==> config.mk <==
export PLATFORM = sky130hd
export DESIGN_NAME = score_display
export DESIGN_NICKNAME = d
export VERILOG_FILES = /design/src/rtl/score_display_pkg.sv /design/src/rtl/score_display_seg7_decode.sv /design/src/rtl/score_display.sv
export SDC_FILE = /design/constraint.sdc
export NUM_CORES = 1
export LEC_CHECK = 0
export CORE_MARGIN = 3
export CORE_UTILIZATION = 55
export CTS_BUF_LIST = sky130_fd_sc_hd__clkbuf_16
export CTS_CLUSTER_DIAMETER = 150
export DETAILED_ROUTE_END_ITERATION = 6
export GPL_ROUTABILITY_DRIVEN = 0
export PLACE_DENSITY = 0.77
export SKIP_LAST_GASP = 1
export SYNTH_ARGS = -nofsm -noshare
export SYNTH_HDL_FRONTEND = slang
export SYNTH_HIERARCHICAL = 1
export SYNTH_SLANG_ARGS = --single-unit
export TNS_END_PERCENT = 30
==> constraint.sdc <==
create_clock -name clk -period 2.6 [get_ports clk]
set_input_delay 0.52 -clock clk [delete_from_list [all_inputs] [get_ports clk]]
set_output_delay 0.52 -clock clk [all_outputs]
set_load 0.03 [all_outputs]
==> src/rtl/score_display_pkg.sv <==
// score_display_pkg: shared constants for the score display path.
// Active-low 7-segment glyphs {g,f,e,d,c,b,a}, blank code, FSM states.
package score_display_pkg;

   localparam logic [6:0] SEG_BLANK = 7'h7F;

   localparam logic [6:0] GLYPH_0 = 7'h40;
   localparam logic [6:0] GLYPH_1 = 7'h79;
   localparam logic [6:0] GLYPH_2 = 7'h24;
   localparam logic [6:0] GLYPH_3 = 7'h30;
   localparam logic [6:0] GLYPH_4 = 7'h19;
   localparam logic [6:0] GLYPH_5 = 7'h12;
   localparam logic [6:0] GLYPH_6 = 7'h02;
   localparam logic [6:0] GLYPH_7 = 7'h78;
   localparam logic [6:0] GLYPH_8 = 7'h00;
   localparam logic [6:0] GLYPH_9 = 7'h10;

   typedef enum logic [1:0] {
      IDLE  = 2'd0,
      SHIFT = 2'd1,
      DONE  = 2'd2
   } state_t;

endpackage

==> src/rtl/score_display_seg7_decode.sv <==
// seg7_decode: combinational BCD nibble to active-low segments.
// Ports: bcd (4-bit digit in), seg (7-bit {g..a} out); 10-15 blank.
module seg7_decode
   import score_display_pkg::*;
(
   input  logic [3:0] bcd,
   output logic [6:0] seg
);

   always_comb begin
      seg = SEG_BLANK;
      unique case (bcd)
         4'd0:    seg = GLYPH_0;
         4'd1:    seg = GLYPH_1;
         4'd2:    seg = GLYPH_2;
         4'd3:    seg = GLYPH_3;
         4'd4:    seg = GLYPH_4;
         4'd5:    seg = GLYPH_5;
         4'd6:    seg = GLYPH_6;
         4'd7:    seg = GLYPH_7;
         4'd8:    seg = GLYPH_8;
         4'd9:    seg = GLYPH_9;
         default: seg = SEG_BLANK;
      endcase
   end

endmodule

==> src/rtl/score_display.sv <==
// score_display: score/high-score to BCD (double dabble) to muxed 7-seg.
// Ports: clk, reset(async low), score, game_over, show_high -> seg, an, busy.
module score_display
   import score_display_pkg::*;
#(
   parameter int SCORE_W  = 16,
   parameter int DIGITS   = 5,
   parameter int SCAN_DIV = 1024
)(
   input  logic               clk,
   input  logic               reset,
   input  logic [SCORE_W-1:0] score,
   input  logic               game_over,
   input  logic               show_high,
   output logic [6:0]         seg,
   output logic [DIGITS-1:0]  an,
   output logic               busy
);

   localparam int BCD_W = 4 * DIGITS;
   localparam int IT_W  = $clog2(SCORE_W + 1);
   localparam int CNT_W = (SCAN_DIV > 1) ? $clog2(SCAN_DIV) : 1;
   localparam int IDX_W = (DIGITS > 1) ? $clog2(DIGITS) : 1;

   logic [SCORE_W-1:0] hi, last_src, bin, src;
   logic               go_q;
   logic [BCD_W-1:0]   bcd, bcd_adj, disp_bcd;
   logic [IT_W-1:0]    iter;
   state_t             state;
   logic [CNT_W-1:0]   cnt;
   logic [IDX_W-1:0]   idx;
   logic [DIGITS-1:0]  blank;
   logic               zero_hi;
   logic [3:0]         nib;
   logic               nib_blank;
   logic [6:0]         glyph;

   assign src = show_high ? hi : score;

   always_ff @(posedge clk or negedge reset) begin
      if (!reset) begin
         hi   <= '0;
         go_q <= 1'b0;
      end else begin
         go_q <= game_over;
         if (game_over && !go_q && score > hi)
            hi <= score;
      end
   end

   always_comb begin
      bcd_adj = bcd;
      for (int k = 0; k < DIGITS; k++)
         if (bcd[4*k +: 4] >= 4'd5)
            bcd_adj[4*k +: 4] = bcd[4*k +: 4] + 4'd3;
   end

   always_ff @(posedge clk or negedge reset) begin
      if (!reset) begin
         state    <= IDLE;
         bin      <= '0;
         bcd      <= '0;
         last_src <= '0;
         iter     <= '0;
         busy     <= 1'b0;
         disp_bcd <= '0;
      end else begin
         unique case (state)
            IDLE: begin
               if (src != last_src) begin
                  bin      <= src;
                  bcd      <= '0;
                  last_src <= src;
                  iter     <= '0;
                  busy     <= 1'b1;
                  state    <= SHIFT;
               end
            end
            SHIFT: begin
               bcd  <= {bcd_adj[BCD_W-2:0], bin[SCORE_W-1]};
               bin  <= {bin[SCORE_W-2:0], 1'b0};
               iter <= iter + 1'b1;
               if (iter == IT_W'(SCORE_W - 1))
                  state <= DONE;
            end
            DONE: begin
               disp_bcd <= bcd;
               busy     <= 1'b0;
               state    <= IDLE;
            end
            default: state <= IDLE;
         endcase
      end
   end

   // Digit k is blank when it and every digit above it are zero;
   // the ones digit is never blanked so 0 still shows.
   always_comb begin
      blank   = '0;
      zero_hi = 1'b1;
      for (int k = DIGITS - 1; k >= 0; k--) begin
         zero_hi  = zero_hi && (disp_bcd[4*k +: 4] == 4'd0);
         blank[k] = zero_hi && (k != 0);
      end
   end

   always_comb begin
      nib       = '0;
      nib_blank = 1'b1;
      for (int k = 0; k < DIGITS; k++)
         if (idx == IDX_W'(k)) begin
            nib       = disp_bcd[4*k +: 4];
            nib_blank = blank[k];
         end
   end

   seg7_decode u_dec (
      .bcd (nib),
      .seg (glyph)
   );

   always_ff @(posedge clk or negedge reset) begin
      if (!reset) begin
         cnt <= '0;
         idx <= '0;
         seg <= SEG_BLANK;
         an  <= '1;
      end else begin
         if (cnt == CNT_W'(SCAN_DIV - 1)) begin
            cnt <= '0;
            idx <= (idx == IDX_W'(DIGITS - 1)) ? '0 : idx + 1'b1;
         end else begin
            cnt <= cnt + 1'b1;
         end
         an  <= ~(DIGITS'(1) << idx);
         seg <= nib_blank ? SEG_BLANK : glyph;
      end
   end

endmodule

==> metrics.md <==
| Metric | Value |
|---|---|
| Outcome | `finished, final reports clean` |
| Num rows | `38` |
| Destination of the worst register-to-register timing path | `hi[5]` |
| Synth Area in Simple Gates | `12.8%` |
| Startpoint type of the worst setup path | `input pin` |
| Crit path capture type | `flip-flop` |
| Placeable Area | `11,100 µm²` |
| Maximum clock path buffer count | `2` |
| Proportion of layout cells with a drive suffix above 1 | `20.6%` |
| Arrival @ worst endpoint | `2.83 ns` |
| Category of the most critical setup path | `in2reg` |
| Hold Path Class | `in2async` |
| Total number of clock tree sinks | `122` |
| Crit path largest cell delay | `0.54 ns` |
| Dominant cell type by area after synthesis | `sky130_fd_sc_hd__dfrtp_1` |
| Final Skew | `0.00879 ns` |
| Launch instance of the worst register-to-register path | `hi[1]` |
| Number of vias per cell after detailed routing | `5.78` |
| Starting Density | `57.9%` |
| Number of cells in the design after placement | `822` |
| Count of placed standard cells in the final layout, fillers left out | `857` |
| Die boundary height | `114 µm` |
| Number of hold violations in the final report | `0` |
| Power, Total | `9350 µW` |
| Length in cells of the worst reg-to-reg path | `9` |
| Diodes inserted | `0` |
| Unrepaired setup endpoints after global routing | `yes` |
| Number of buffers inserted by hold repair at cts | `0` |
| Antenna violation net count after detailed routing | `0` |
| Sum of overflow across all layers after global routing | `0` |
| Clock buffers created by TritonCTS | `17` |
| Die width | `114 µm` |
| Library cells used by synthesis | `51` |
| Number of enable flip-flop cells after synthesis | `0` |
| Pins over their slew limit | `0` |
| Avg Inst Size Synth | `10.2 µm²` |
| Share of synthesized registers carrying an async set or reset | `100%` |
| Primary FF master, synth | `sky130_fd_sc_hd__dfrtp_1` |
| Dominant cells by area after synthesis | `sky130_fd_sc_hd__dfrtp_1 43%, sky130_fd_sc_hd__ha_1 7.6%, sky130_fd_sc_hd__mux2_2 5.6%, sky130_fd_sc_hd__dfstp_2 4.9%, sky130_fd_sc_hd__nand2_1 4.5%` |
| Largest net degree at the start of global routing | `50` |
| Highest ir drop seen on vdd | `0.981 mV` |
| Areal power density over the cells | `1160 nW/µm²` |
| Overall track demand over capacity in global routing | `24.0%` |
| Synthesized instance count | `631` |
| Seq cells post-synth | `122` |
| CTS tree | `done` |
| Final Routed Wirelength | `14,600 µm` |
| Initial antenna violation count | `0` |
| Critical Path Slowest Stage Cell | `sky130_fd_sc_hd__or4_4` |
| Starting DRC count in detailed routing | `483` |
| Yosys warns | `6` |
| Clock latency of the later-clocked register in the worst-skew pair | `0.42 ns` |
| LEAKAGE | `0.00363 µW` |
| CTS root buf | `sky130_fd_sc_hd__clkbuf_16` |
| Detailed-placement wirelength estimate | `9910 µm` |
| Sequential fraction of the synthesis area | `47.6%` |
| Proportion of netlist area held by the largest area contributor | `42.8%` |
| Cells along the critical path | `clkdlybuf4s50_1, mux2_2, xor2_1, or4_4, nor4_4, nand2b_1, buf_12, o221ai_1` |
| Highest Clock Rate | `392 MHz` |
| Required time worst endpoint | `2.88 ns` |
| Post-route core utilization | `72.2%` |
| Clock-pin slew on the worst setup and hold paths | `0.06 ns` |
| Area enclosed by the die boundary | `13,000 µm²` |
| Drt wl/cell | `17.0 µm` |
| Number of global-route vias before repair | `5,001` |
| Synth Area in Adders | `7.58%` |
| Count of input and output buffers | `32` |
| Period minus WS final | `2.55 ns` |
| Proportion of synthesized area in mux cells | `9.17%` |
| I/O Pins | `33` |
| Via total after detailed routing | `4,953` |
| Max H-tree Level | `4` |
| Synth Net Count | `690` |
| Transition at the pin with the smallest max-transition slack | `0.878 ns` |
| Post-synthesis xor/xnor area fraction | `4.49%` |
| Net count reported at finish | `763` |
| First-pass GRT wire length | `24,700 µm` |
| Final count of negative-setup-slack endpoints | `0` |
| Worst-case headroom to the max-slew limit | `41.3%` |
| Layout overhead on the synthesized area | `24.8%` |
| Main combinational cell family by area after synthesis | `compound AO/OA/AOI/OAI gates` |
| Count of buffering cells on the critical path with inverters included | `2` |
| Worst slack at placement | `-0.641 ns` |
| Area of the mapped netlist | `6440 µm²` |
| # Max-Cap Violations | `0` |
| Cell family with the largest share of critical-path delay | `simple AND/OR/NAND/NOR gates` |
| Count of TritonRoute iterations in the first routing pass | `5` |
| Period Utilization, post-route | `98.1%` |
| Compound-Gate Fraction of Synth Area | `13.0%` |
| R2r setup slk | `0.11 ns` |
| Max FO, Critical Path | `19` |
| Least setup slack across all paths after layout | `0.0493 ns` |
| Remaining design rule violation count | `0` |
==> final cells by class <==
type,count,area [µm²]
multi-input cells,425,3100
fillers,758,3090
flip-flops and latches,122,3070
repair buffers,81,779
clock buffers,17,425
clock inverters,15,272
inverters,57,214
well taps,140,175
==> worst max path at each step <==
stage	slack, ns	cells after the start	startpoint	endpoint
global placement	-0.56	9	show_high	bin[13]
detailed placement	-0.64	10	show_high	iter[1]
finish	0.05	8	score[6]	bin[7]
floorplan	0.002	9	show_high	bin[11]
global route	-0.02	9	score[7]	hi[5]
CTS	0.05	14	idx[0]	seg[3]
==> metrics by stage <==
step                TNS (ns)  hold slack (ns)  cell area (µm²)
global route          -0.115            0.186             8030
CTS                        0            0.165             7940
finish                     0            0.142             8030
floorplan                  0            0.224             6450
global placement      -34.61            0.459             7240
detailed placement    -39.90            0.460             7240
==> cell usage after synthesis (2+ instances only) <==
cell                        count
sky130_fd_sc_hd__a21boi_0       3
sky130_fd_sc_hd__a21oi_1       25
sky130_fd_sc_hd__a31o_1         2
sky130_fd_sc_hd__a31o_2         5
sky130_fd_sc_hd__a31oi_1        6
sky130_fd_sc_hd__and2_1         3
sky130_fd_sc_hd__and3_1         3
sky130_fd_sc_hd__buf_2          7
sky130_fd_sc_hd__buf_4          2
sky130_fd_sc_hd__buf_6          2
sky130_fd_sc_hd__clkbuf_1      15
sky130_fd_sc_hd__dfrtp_1      110
sky130_fd_sc_hd__dfstp_2       12
sky130_fd_sc_hd__ha_1          39
sky130_fd_sc_hd__inv_1         57
sky130_fd_sc_hd__mux2_2        32
sky130_fd_sc_hd__mux2i_1       23
sky130_fd_sc_hd__nand2_1       77
sky130_fd_sc_hd__nand2b_1      19
sky130_fd_sc_hd__nand3_1       10
sky130_fd_sc_hd__nand3b_1       2
sky130_fd_sc_hd__nand4_1        9
sky130_fd_sc_hd__nor2_1        23
sky130_fd_sc_hd__nor2b_1        4
sky130_fd_sc_hd__nor3_1         2
sky130_fd_sc_hd__nor4_1         3
sky130_fd_sc_hd__nor4b_1        5
sky130_fd_sc_hd__o21ai_0       39
sky130_fd_sc_hd__o21ai_1        4
sky130_fd_sc_hd__o221ai_1      12
sky130_fd_sc_hd__o22ai_1       17
sky130_fd_sc_hd__o2bb2ai_1      6
sky130_fd_sc_hd__o32ai_1        4
sky130_fd_sc_hd__xnor2_1       21
sky130_fd_sc_hd__xor2_1        12
==> metal layers <==
metal,routed length (µm),part of all wire (%),global-route usage (%),vias up
li1,-,-,-,2354
met1,6700,46,32.2,2456
met2,7070,48,38.5,122
met3,613,4.2,5.81,21
met4,223,1.5,7.76,0
met5,0,0,0,-
==> cell families after synthesis <==
| kind of cell | Yosys count |
|---|---|
| adders and majority gates | 39 |
| muxes | 55 |
| DFF | 122 |
| buffers and inverters | 84 |
| and+or+nand+nor | 167 |
| AOI/OAI and AO/OA | 131 |
| xor gates and xnor gates | 33 |
==> worst reg2reg max path, cell delays in order, from the launching register on <==
cell	delay, ns
sky130_fd_sc_hd__dfrtp_1	0.38
sky130_fd_sc_hd__inv_1	0.06
sky130_fd_sc_hd__ha_1	0.30
sky130_fd_sc_hd__nor2b_1	0.14
sky130_fd_sc_hd__o211ai_1	0.20
sky130_fd_sc_hd__a2111oi_1	0.11
sky130_fd_sc_hd__buf_4	0.15
sky130_fd_sc_hd__o41ai_4	0.46
sky130_fd_sc_hd__clkbuf_16	0.25
sky130_fd_sc_hd__mux2_2	0.34
==> flip-flops by register name (all words and copies together), names as in the netlist <==
signal	count
idx	3
disp_bcd	20
iter	5
cnt	10
bcd	20
busy	1
last_src	16
bin	16
seg	7
an	5
state	2
go_q	1
hi	16
==> report_power, final <==
part	internal [µW]	switching, µW
logic	1610	1830
clock network	1900	900
registers	2610	511
==> layout by cell type, fill, tap and decap left out, types with 4 or more instances in the layout <==
master / n
sky130_fd_sc_hd__o32ai_1: 4
sky130_fd_sc_hd__a31oi_1: 6
sky130_fd_sc_hd__clkbuf_16: 18
sky130_fd_sc_hd__nand3_1: 10
sky130_fd_sc_hd__o21ai_0: 37
sky130_fd_sc_hd__nand2_1: 77
sky130_fd_sc_hd__dfstp_2: 12
sky130_fd_sc_hd__xnor2_1: 21
sky130_fd_sc_hd__xor2_1: 12
sky130_fd_sc_hd__nor2_1: 23
sky130_fd_sc_hd__buf_4: 42
sky130_fd_sc_hd__o2bb2ai_1: 6
sky130_fd_sc_hd__clkdlybuf4s50_1: 29
sky130_fd_sc_hd__a21oi_1: 25
sky130_fd_sc_hd__buf_12: 6
sky130_fd_sc_hd__mux2i_1: 22
sky130_fd_sc_hd__a31o_2: 5
sky130_fd_sc_hd__o22ai_1: 17
sky130_fd_sc_hd__clkinvlp_4: 4
sky130_fd_sc_hd__ha_1: 35
sky130_fd_sc_hd__nand4_1: 9
sky130_fd_sc_hd__dfrtp_1: 109
sky130_fd_sc_hd__nand2b_1: 18
sky130_fd_sc_hd__o21ai_1: 6
sky130_fd_sc_hd__mux2_2: 32
sky130_fd_sc_hd__bufinv_16: 7
sky130_fd_sc_hd__inv_1: 55
sky130_fd_sc_hd__nor4b_1: 5
sky130_fd_sc_hd__o221ai_1: 11
==> repair_timing <==
action | in CTS | in global routing
endpoints found under the setup margin | 59 | 25
pin swaps | 0 | 6
buffers inserted | 0 | 2
gates resized for setup | 3 | 19
gates cloned | 0 | 1
Power figures use the tool's default switching activity.
